$ cat src/rtl/nx_stat_counter_pkg.sv
`timescale 1ns/1ps
// Operation codes shared by the stat counter controller and its front-end arbiter.
package nx_stat_counter_pkg;
    typedef enum logic [1:0] {
        OP_COUNT      = 2'd0,
        OP_READ       = 2'd1,
        OP_READ_CLEAR = 2'd2,
        OP_WRITE      = 2'd3
    } counter_op_e;
endpackage

$ cat src/rtl/nx_stat_counter_arb.sv
`timescale 1ns/1ps
// Shares the counter controller's request port between N_CLIENTS counting clients and
// one software port, and steers the controller's software responses back to software.
module nx_stat_counter_arb
    import nx_stat_counter_pkg::*;
#(
    parameter int N_CLIENTS   = 4,
    parameter int N_ENTRIES   = 1024,
    parameter int TOTAL_WIDTH = 70,
    parameter int ID_WIDTH    = $clog2(N_CLIENTS + 1),
    localparam int AW         = $clog2(N_ENTRIES)
) (
    input  logic                                  clk,
    input  logic                                  rst,
    input  logic [N_CLIENTS-1:0]                  cnt_valid,
    output logic [N_CLIENTS-1:0]                  cnt_ready,
    input  logic [N_CLIENTS-1:0][AW-1:0]          cnt_addr,
    input  logic [N_CLIENTS-1:0][TOTAL_WIDTH-1:0] cnt_data,
    input  logic                                  sw_valid,
    output logic                                  sw_ready,
    input  logic [AW-1:0]                         sw_addr,
    input  counter_op_e                           sw_op,
    input  logic [TOTAL_WIDTH-1:0]                sw_data,
    output logic                                  sw_rsp_valid,
    input  logic                                  sw_rsp_ready,
    output logic [TOTAL_WIDTH-1:0]                sw_rsp_data,
    output logic                                  req_valid,
    input  logic                                  req_ready,
    output logic [AW-1:0]                         req_addr,
    output logic [TOTAL_WIDTH-1:0]                req_data,
    output logic [ID_WIDTH-1:0]                   req_id,
    output counter_op_e                           req_op,
    input  logic                                  rsp_valid,
    output logic                                  rsp_ready,
    input  logic [TOTAL_WIDTH-1:0]                rsp_data,
    input  logic [ID_WIDTH-1:0]                   rsp_id
);
    localparam int PTR_W = (N_CLIENTS > 1) ? $clog2(N_CLIENTS) : 1;
    localparam logic [ID_WIDTH-1:0] SW_ID = ID_WIDTH'(N_CLIENTS);
    localparam logic [PTR_W-1:0] LAST_IDX = PTR_W'(N_CLIENTS - 1);

    logic             out_v;
    logic             sw_pending;
    logic [PTR_W-1:0] rr_ptr;
    logic [PTR_W-1:0] cli_idx;
    logic [PTR_W-1:0] cand;
    logic             cli_hit;
    logic             grant_en;
    logic             sw_grant;
    logic             cli_grant;
    logic             sw_hs;
    logic             sw_rsp_take;

    // Grants only happen when the output register can take a new request this cycle.
    assign grant_en    = !rst && (!out_v || req_ready);
    assign sw_grant    = grant_en && sw_valid && !sw_pending;
    assign cli_grant   = grant_en && !sw_grant && cli_hit;
    assign sw_ready    = sw_grant;
    assign sw_hs       = sw_rsp_valid && sw_rsp_ready;
    assign sw_rsp_take = rsp_valid && (rsp_id == SW_ID) && sw_pending && !sw_rsp_valid;
    assign rsp_ready   = 1'b1;
    assign req_valid   = out_v;

    always_comb begin
        cli_hit = 1'b0;
        cli_idx = '0;
        cand    = '0;
        for (int i = 0; i < N_CLIENTS; i++) begin
            cand = PTR_W'((int'(rr_ptr) + i) % N_CLIENTS);
            if (!cli_hit && cnt_valid[cand]) begin
                cli_hit = 1'b1;
                cli_idx = cand;
            end
        end
    end

    always_comb begin
        cnt_ready = '0;
        if (cli_grant) cnt_ready[cli_idx] = 1'b1;
    end

    always_ff @(posedge clk) begin
        if (rst) begin
            out_v        <= 1'b0;
            rr_ptr       <= '0;
            sw_pending   <= 1'b0;
            sw_rsp_valid <= 1'b0;
        end else begin
            if (grant_en) out_v <= sw_grant || cli_grant;
            if (cli_grant) rr_ptr <= (cli_idx == LAST_IDX) ? '0 : cli_idx + 1'b1;
            if (sw_grant) sw_pending <= 1'b1;
            else if (sw_hs) sw_pending <= 1'b0;
            if (sw_rsp_take) sw_rsp_valid <= 1'b1;
            else if (sw_hs) sw_rsp_valid <= 1'b0;
        end
    end

    // Payload is left unreset; it only matters while out_v / sw_rsp_valid say so.
    always_ff @(posedge clk) begin
        if (sw_grant) begin
            req_op   <= sw_op;
            req_id   <= SW_ID;
            req_addr <= sw_addr;
            req_data <= sw_data;
        end else if (cli_grant) begin
            req_op   <= OP_COUNT;
            req_id   <= ID_WIDTH'(cli_idx);
            req_addr <= cnt_addr[cli_idx];
            req_data <= cnt_data[cli_idx];
        end
        if (sw_rsp_take) sw_rsp_data <= rsp_data;
    end

`ifndef SYNTHESIS
    always_ff @(posedge clk) begin
        if (!rst && rsp_valid) assert (rsp_id <= SW_ID);
    end
`endif

endmodule

$ cat config.mk
export PLATFORM = sky130hd
export DESIGN_NAME = nx_stat_counter_arb
export DESIGN_NICKNAME = d
export VERILOG_FILES = /design/src/rtl/nx_stat_counter_pkg.sv /design/src/rtl/nx_stat_counter_arb.sv
export SDC_FILE = /design/constraint.sdc
export NUM_CORES = 1
export LEC_CHECK = 0
export ABC_AREA = 1
export BUFFER_PORTS_ARGS = -buffer_cell sky130_fd_sc_hd__buf_2
export CAP_MARGIN = 20
export CORE_AREA = 4 4 248 250
export CTS_BUF_LIST = sky130_fd_sc_hd__clkbuf_8
export CTS_CLUSTER_DIAMETER = 40
export DETAILED_ROUTE_END_ITERATION = 10
export DIE_AREA = 0 0 252 254
export GPL_ROUTABILITY_DRIVEN = 0
export PLACE_DENSITY_LB_ADDON = 0.1
export SYNTH_ARGS = -nofsm -noshare
export SYNTH_HDL_FRONTEND = slang
export SYNTH_SLANG_ARGS = --single-unit
export TNS_END_PERCENT = 50
$ cat constraint.sdc
create_clock -name clk -period 5.88 [get_ports clk]
set_input_delay 0.882 -clock clk [delete_from_list [all_inputs] [get_ports clk]]
set_output_delay 0.882 -clock clk [all_outputs]
set_load 0.03 [all_outputs]
==> key figures, run 1 <==
Outcome
  • Run status: completed

Critical path
  • Worst setup path endpoint: cnt_ready[3]
  • FF-to-FF Start: rr_ptr[0]$_SDFFE_PP0P_
  • Crit path cell chain: inv_2 > nand2_1 > nand2_1 > nand2_1 > nand2_1 > a21oi_1 > nand2_8 > nand2_8 > inv_1 > ha_1 > inv_1 > nor2_1 > buf_2
  • WP buf/inv: 4
  • Slowest cell delay on critical path: around 680 ps
  • CP max-delay cell: dfxtp_1
  • R2R Path End: req_data[38]$_DFFE_PP_
  • CP most frequent cell: nand2_1
  • Startpoint Class: flip-flop
  • Critical Path AT: 3670 ps
  • Critical Path Stages: 13
  • Crit path capture type: primary output
  • CP delay by family, top: simple AND/OR/NAND/NOR gates
  • Setup CP Type: flip-flop to primary output
  • Worst EP required: approximately 5000 ps
  • Critical Path Source: rr_ptr[0]$_SDFFE_PP0P_
  • Reg2reg path depth: 14
  • R2R Setup Slk: around 1900 ps
  • CP max FO: 95

STA
  • Slew Viols, Final: 0
  • Slew of the pin with the lowest slew margin: around 900 ps
  • Clock Skews: roughly 13 ps
  • Final setup fails: 0
  • Min Tclk post-route: roughly 4600 ps
  • Minimum hold slack: roughly 480 ps
  • Period utilisation layout: 0.7746
  • Hold violation total from the final report: 0
  • Setup TNS: 0 ps
  • F_max: roughly 220 MHz
  • Rel. slew slack: 0.3848
  • RSZ-0062 raised after global routing: false

Floorplanning
  • Core Region: a little under 60000 µm²
  • # IOs: roughly 650
  • Initial core utilization: 0.1735
  • Die Area: 64010 µm²
  • Row count: 89
  • Die Ht: about 250 µm
  • Die Wd: 252 µm

GRT
  • Grt ovf: 0
  • Vias in the first global route: about 12000
  • Overall Global Routing Usage: 0.1593
  • Initial antenna violation count: 30
  • First-pass GRT wire length: about 76000 µm
  • Largest net degree at the start of global routing: around 130

Hold path
  • Hold path startpoint: req_id[2]$_SDFFE_PP1P_
  • Hold WC Path Type: flip-flop to flip-flop

Clocking
  • Clk slew on worst S/H paths: ~100 ps
  • H-tree depth: 4
  • Clk Latency, worst-skew pair: 540 ps
  • Setup Buffers After CTS: 0
  • Clock tree sinks: 160
  • Num CTS Buffers: 17
  • Hold Buf Count CTS: 0
  • Post-CTS sizing: 0
  • Root Driver: clkbuf_8
  • Longest Clk Path Bufs: 2
  • CTS tree: yes

Detailed routing
  • Drt pass-1 iters: 4
  • # DRC: 0
  • Per-cell routed wire length: approximately 19 µm
  • Post-Route WL: between 50000 and 60000 µm
  • Initial DRC Count: between 400 and 500
  • Avg Vias per Cell: between 4 and 5
  • Total number of vias: approximately 11000
  • Final ANT Viol Nets: 0

Cells and area
  • Final Core Density: 0.2461
  • Area grow syn2layout: 41.83%
  • Most frequent cells in the layout: buf_2 (646), nand2_1 (519), inv_1 (261)
  • Layout cells sized above 1: 0.3515
  • Fin nets: roughly 2500
  • Most common cell after layout, fill and taps aside: buf_2

Synthesis
  • Syn Inst Count: 1399
  • Synth top area share: 0.4457
  • Netlist Area Pre-Place: about 10000 µm²
  • Synthesis-stage register bit count: 160
  • Register area share after synthesis: 0.4614
  • Netlist cell types: 24
  • Top cell type by total area after synthesis: edfxtp_1
  • Syn_nets: approximately 1900
  • Avg Inst Size Synth: between 7 and 8 µm²
  • YS warnings: 0
  • Largest cells by area after synthesis: edfxtp_1 (45%), nand2_1 (19%), nand3_1 (12%)

Run
  • Max-Cap Viols: 0

Pwr
  • PD cells: between 500 and 600 nW/µm²
  • Peak VDD IR: 282.0 µV
  • Leakage: between 7 and 8 nW

Placed design
  • Post-DP HPWL: just over 40000 µm
  • PortBufs: 646
## cell usage after synthesis
library cell and number:
a21oi_1 4, a31oi_1 2, buf_1 1, buf_2 31, buf_4 9, buf_6 12
clkbuf_1 35, conb_1 1, dfxtp_1 8, edfxtp_1 152, ha_1 4, inv_1 260
inv_2 4, nand2_1 521, nand2_2 4, nand2_4 1, nand3_1 251, nand3_2 1
nand3b_1 80, nand4_1 2, nor2_1 10, nor2_4 1, o21ai_0 3, o21ai_1 2
## per-stage QoR
step	power, W	std cells	area (µm²)	setup slack (ps)
6_report	0.007658	2781	14520	1325
5_1_grt	0.008458	2778	14520	941.3
4_1_cts	0.007875	2773	14500	1226
3_5_place_dp	0.006936	2741	14120	1709
3_3_place_gp	0.006947	2741	14120	1716
2_1_floorplan	0.005527	1399	10240	1308
## state kept, by name (all words and copies together), names as in the netlist
signal        cells
req_valid         1
sw_rsp_data      70
sw_pending        1
req_id            3
req_data         70
sw_rsp_valid      1
req_addr         10
req_op            2
rr_ptr            2
## report_power, final
group / switching [W] / internal [W]
Sequential: 0.000126 / 0.00178
Clock: 0.000541 / 0.000347
Combinational: 0.00349 / 0.00137
Total: 0.00415 / 0.00350
## worst min-delay path: stages (launching register included)
cell	delay [ps]
dfxtp_1	340
nand2_1	60
nand2_1	40
## layout make-up
type	instances	area [µm²]
flip-flops and latches	160	4725
clock buffers	17	234.0
inverters	264	993.5
well taps	773	967.2
repair buffers	657	3328
clock inverters	15	152.6
fillers	6813	44500
multi-input cells	887	4103
diodes	8	20.02
## worst min-delay path by stage
stage | depth (start not counted) | end
after floorplan | 2 | sw_pending$_SDFFE_PP0P_
after CTS | 1 | sw_rsp_data[19]$_DFFE_PP_
after global routing | 1 | sw_rsp_data[30]$_DFFE_PP_
after global placement | 2 | req_id[2]$_SDFFE_PP1P_
after detailed placement | 2 | req_id[2]$_SDFFE_PP1P_
final | 2 | req_id[2]$_SDFFE_PP1P_
## logic make-up after synthesis
group | Yosys count | synth area share
flops | 160 | 0.4614
buf+inv | 352 | 0.1449
simple gates | 871 | 0.3828
other cells | 1 | 0.0003662
fa+ha+maj | 4 | 0.004888
compound gates | 11 | 0.005620
## routing by layer
metal / global-route usage / vias to the layer above / part of all wire
li1: - / 5551 / -
met1: 0.1839 / 5278 / 0.40
met2: 0.2713 / 456 / 0.48
met3: 0.06315 / 80 / 0.090
met4: 0.05154 / 34 / 0.022
met5: 0 / - / 0.0041
(Power assumes the default switching activity.)
==> run 2, diff against run 1 <==
Clock period 5.88 ns to 4.5 ns, I/O delays scaled along.
==> key figures, run 2 (synthesis results as in run 1) <==
Placed design
  • PortBufs: 646 (unchanged)
  • Post-DP HPWL: 40690 µm (-0.16%)
  • Post-DP Area: 14160 µm² (+0.32%)

Critical path
  • Setup CP Type: flip-flop to primary output
  • Slowest cell delay on critical path: 690 ps (about the same)
  • Critical Path AT: 3230 ps (-440 ps)
  • Startpoint Class: flip-flop
  • CP most frequent cell: nand2_1
  • Crit path capture type: primary output
  • WP buf/inv: 4 (unchanged)
  • Worst EP required: 3830 ps (-1170 ps)
  • Crit path cell chain: inv_2 > nand2_1 > nand2_1 > nand2_1 > nand2_1 > a21oi_1 > nand2_8 > nand2_8 > inv_1 > ha_1 > inv_1 > nor2_1 > buf_2
  • CP max FO: 54 (-43%)
  • CP max-delay cell: dfxtp_1
  • CP delay by family, top: simple AND/OR/NAND/NOR gates

Hold path
  • Hold WC Path Type: input port to flip-flop

Detailed routing
  • Drt pass-1 iters: 4 (unchanged)
  • Final ANT Viol Nets: 0 (unchanged)
  • Avg Vias per Cell: 4.058 (-0.99%)
  • Total number of vias: 11300 (-0.89%)
  • # DRC: 0 (unchanged)
  • Per-cell routed wire length: 19.13 µm (-0.32%)
  • Initial DRC Count: 422 (-3.7%)
  • Post-Route WL: 53250 µm (-0.21%)

Pwr
  • Switching part of the total: 0.5397 (-0.002617)
  • Seq pwr share: 0.249 (about the same)
  • PD cells: 688.2 nW/µm² (+31%)
  • Sw Pwr: 0.005413 W (+30%)
  • Total Power: 0.01003 W (+31%)
  • Combinational Power Share: 0.636 (about the same)
  • Leakage: 7.997 nW (+0.23%)
  • Internal power: 0.004616 W (+32%)
  • Clock share of power: 0.115 (about the same)
  • Peak VDD IR: 557.1 µV (+98%)

Clocking
  • CTS tree: yes
  • Clk slew on worst S/H paths: 110 ps (about the same)
  • Setup Buffers After CTS: 0 (unchanged)
  • Hold Buf Count CTS: 0 (unchanged)
  • Longest Clk Path Bufs: 2 (unchanged)
  • Post-CTS sizing: 0 (unchanged)
  • H-tree depth: 4 (unchanged)
  • Clk Latency, worst-skew pair: 540 ps (about the same)
  • Num CTS Buffers: 17 (unchanged)
  • Clock tree sinks: 160 (unchanged)
  • Root Driver: clkbuf_8

Cells and area
  • Top Registers: req_data x70, sw_rsp_data x70, req_addr x10
  • Most common cell after layout, fill and taps aside: buf_2
  • Layout cells sized above 1: 0.3520 (+0.0005000)
  • Most frequent cells in the layout: buf_2 (646), nand2_1 (519), inv_1 (260)
  • Final instance area: 14570 µm² (+0.34%)
  • Fill count: 6796 (-0.25%)
  • Fin nets: 2477 (+0.040%)
  • Area grow syn2layout: 42.31%

GRT
  • Overall Global Routing Usage: 0.1586 (-0.0007108)
  • Grt ovf: 0 (unchanged)
  • Initial antenna violation count: 28 (-6.7%)
  • Largest net degree at the start of global routing: 155 (+22%)
  • First-pass GRT wire length: 75450 µm (-0.18%)
  • Vias in the first global route: 11690 (+1.3%)

STA
  • Min Tclk post-route: approximately 3900 ps
  • RSZ-0062 raised after global routing: false
  • Final setup fails: 0 (unchanged)
  • F_max: around 260 MHz
  • Period utilisation layout: 0.8670
  • Rel. slew slack: 0.3773 (-0.007520)
  • Slew of the pin with the lowest slew margin: 934.1 ps (+11.28 ps)
  • Slew Viols, Final: 0 (unchanged)
  • Hold violation total from the final report: 0 (unchanged)
  • Clock Skews: 15.76 ps (+2.525 ps)
  • Setup TNS: 0 ps (unchanged)

Outcome
  • Run status: completed

Floorplanning
  • Die Wd: 252 µm (unchanged)
  • Die Area: 64010 µm² (unchanged)
  • Row count: 89 (unchanged)
  • # IOs: 648 (unchanged)
  • Die Ht: 254 µm (unchanged)
  • Core Region: 59020 µm² (unchanged)
  • Initial core utilization: 0.1735 (unchanged)

Run
  • Max-Cap Viols: 0 (unchanged)
==> run 2: final cells by class <==
class	instances	area [µm²]	share of cell area
tap	773	967.2	0.06637
antenna	11	27.53	0.001889
multi-input combinational	887	4103	0.2815
clock inverter	14	150.1	0.01030
sequential	160	4725	0.3242
inverter	264	993.5	0.06817
clock buffer	17	234.0	0.01606
timing repair buffer	658	3373	0.2315
==> run 2: worst register-to-register path: cells and delay by family, from the launching register on <==
| kind | cells | cell delay (ps) |
|---|---|---|
| compound gates | 1 | 340 |
| simple gates | 11 | 1600 |
| buf+inv | 2 | 670 |
| flops | 1 | 690 |
==> run 2: path summary, 6_finish.rpt <==
kind / endpoint / slack [ps] / depth (start not counted) / start
min reg2reg: req_id[2]$_SDFFE_PP1P_ / 450 / 2 / req_id[2]$_SDFFE_PP1P_
max reg2reg: req_data[38]$_DFFE_PP_ / 980 / 14 / rr_ptr[0]$_SDFFE_PP0P_
min: sw_rsp_data[66]$_DFFE_PP_ / 300 / 1 / rsp_data[66]
max: cnt_ready[3] / 600 / 13 / rr_ptr[0]$_SDFFE_PP0P_
==> run 2: through the flow <==
stage	instances	setup WS, ps	hold WS, ps	utilization
floorplan	1399	135.2	460.6	-
global placement	2742	938.0	434.0	0.2399
detailed placement	2742	939.4	441.1	0.2399
CTS	2773	432.9	211.7	0.2464
global route	2779	262.5	242.2	0.2467
finish	2784	598.7	297.7	0.2469
==> run 2: metal layers <==
metal	wire length, µm	global-route usage	vias to the layer above
met3	4543	0.05803	71
met2	26610	0.2834	421
met5	195	0	-
met1	20880	0.1764	5215
li1	-	-	5559
met4	1013	0.04839	32
==> run 2: power groups by stage <==
stage | Sequential [W] | Clock, W | Combinational, W
after floorplan | 0.00334 | 0 | 0.00388
after global placement | 0.00254 | 0 | 0.00657
after detailed placement | 0.00255 | 0 | 0.00656
after CTS | 0.00252 | 0.00123 | 0.00658
after global routing | 0.00254 | 0.00128 | 0.00724
final | 0.00250 | 0.00115 | 0.00638
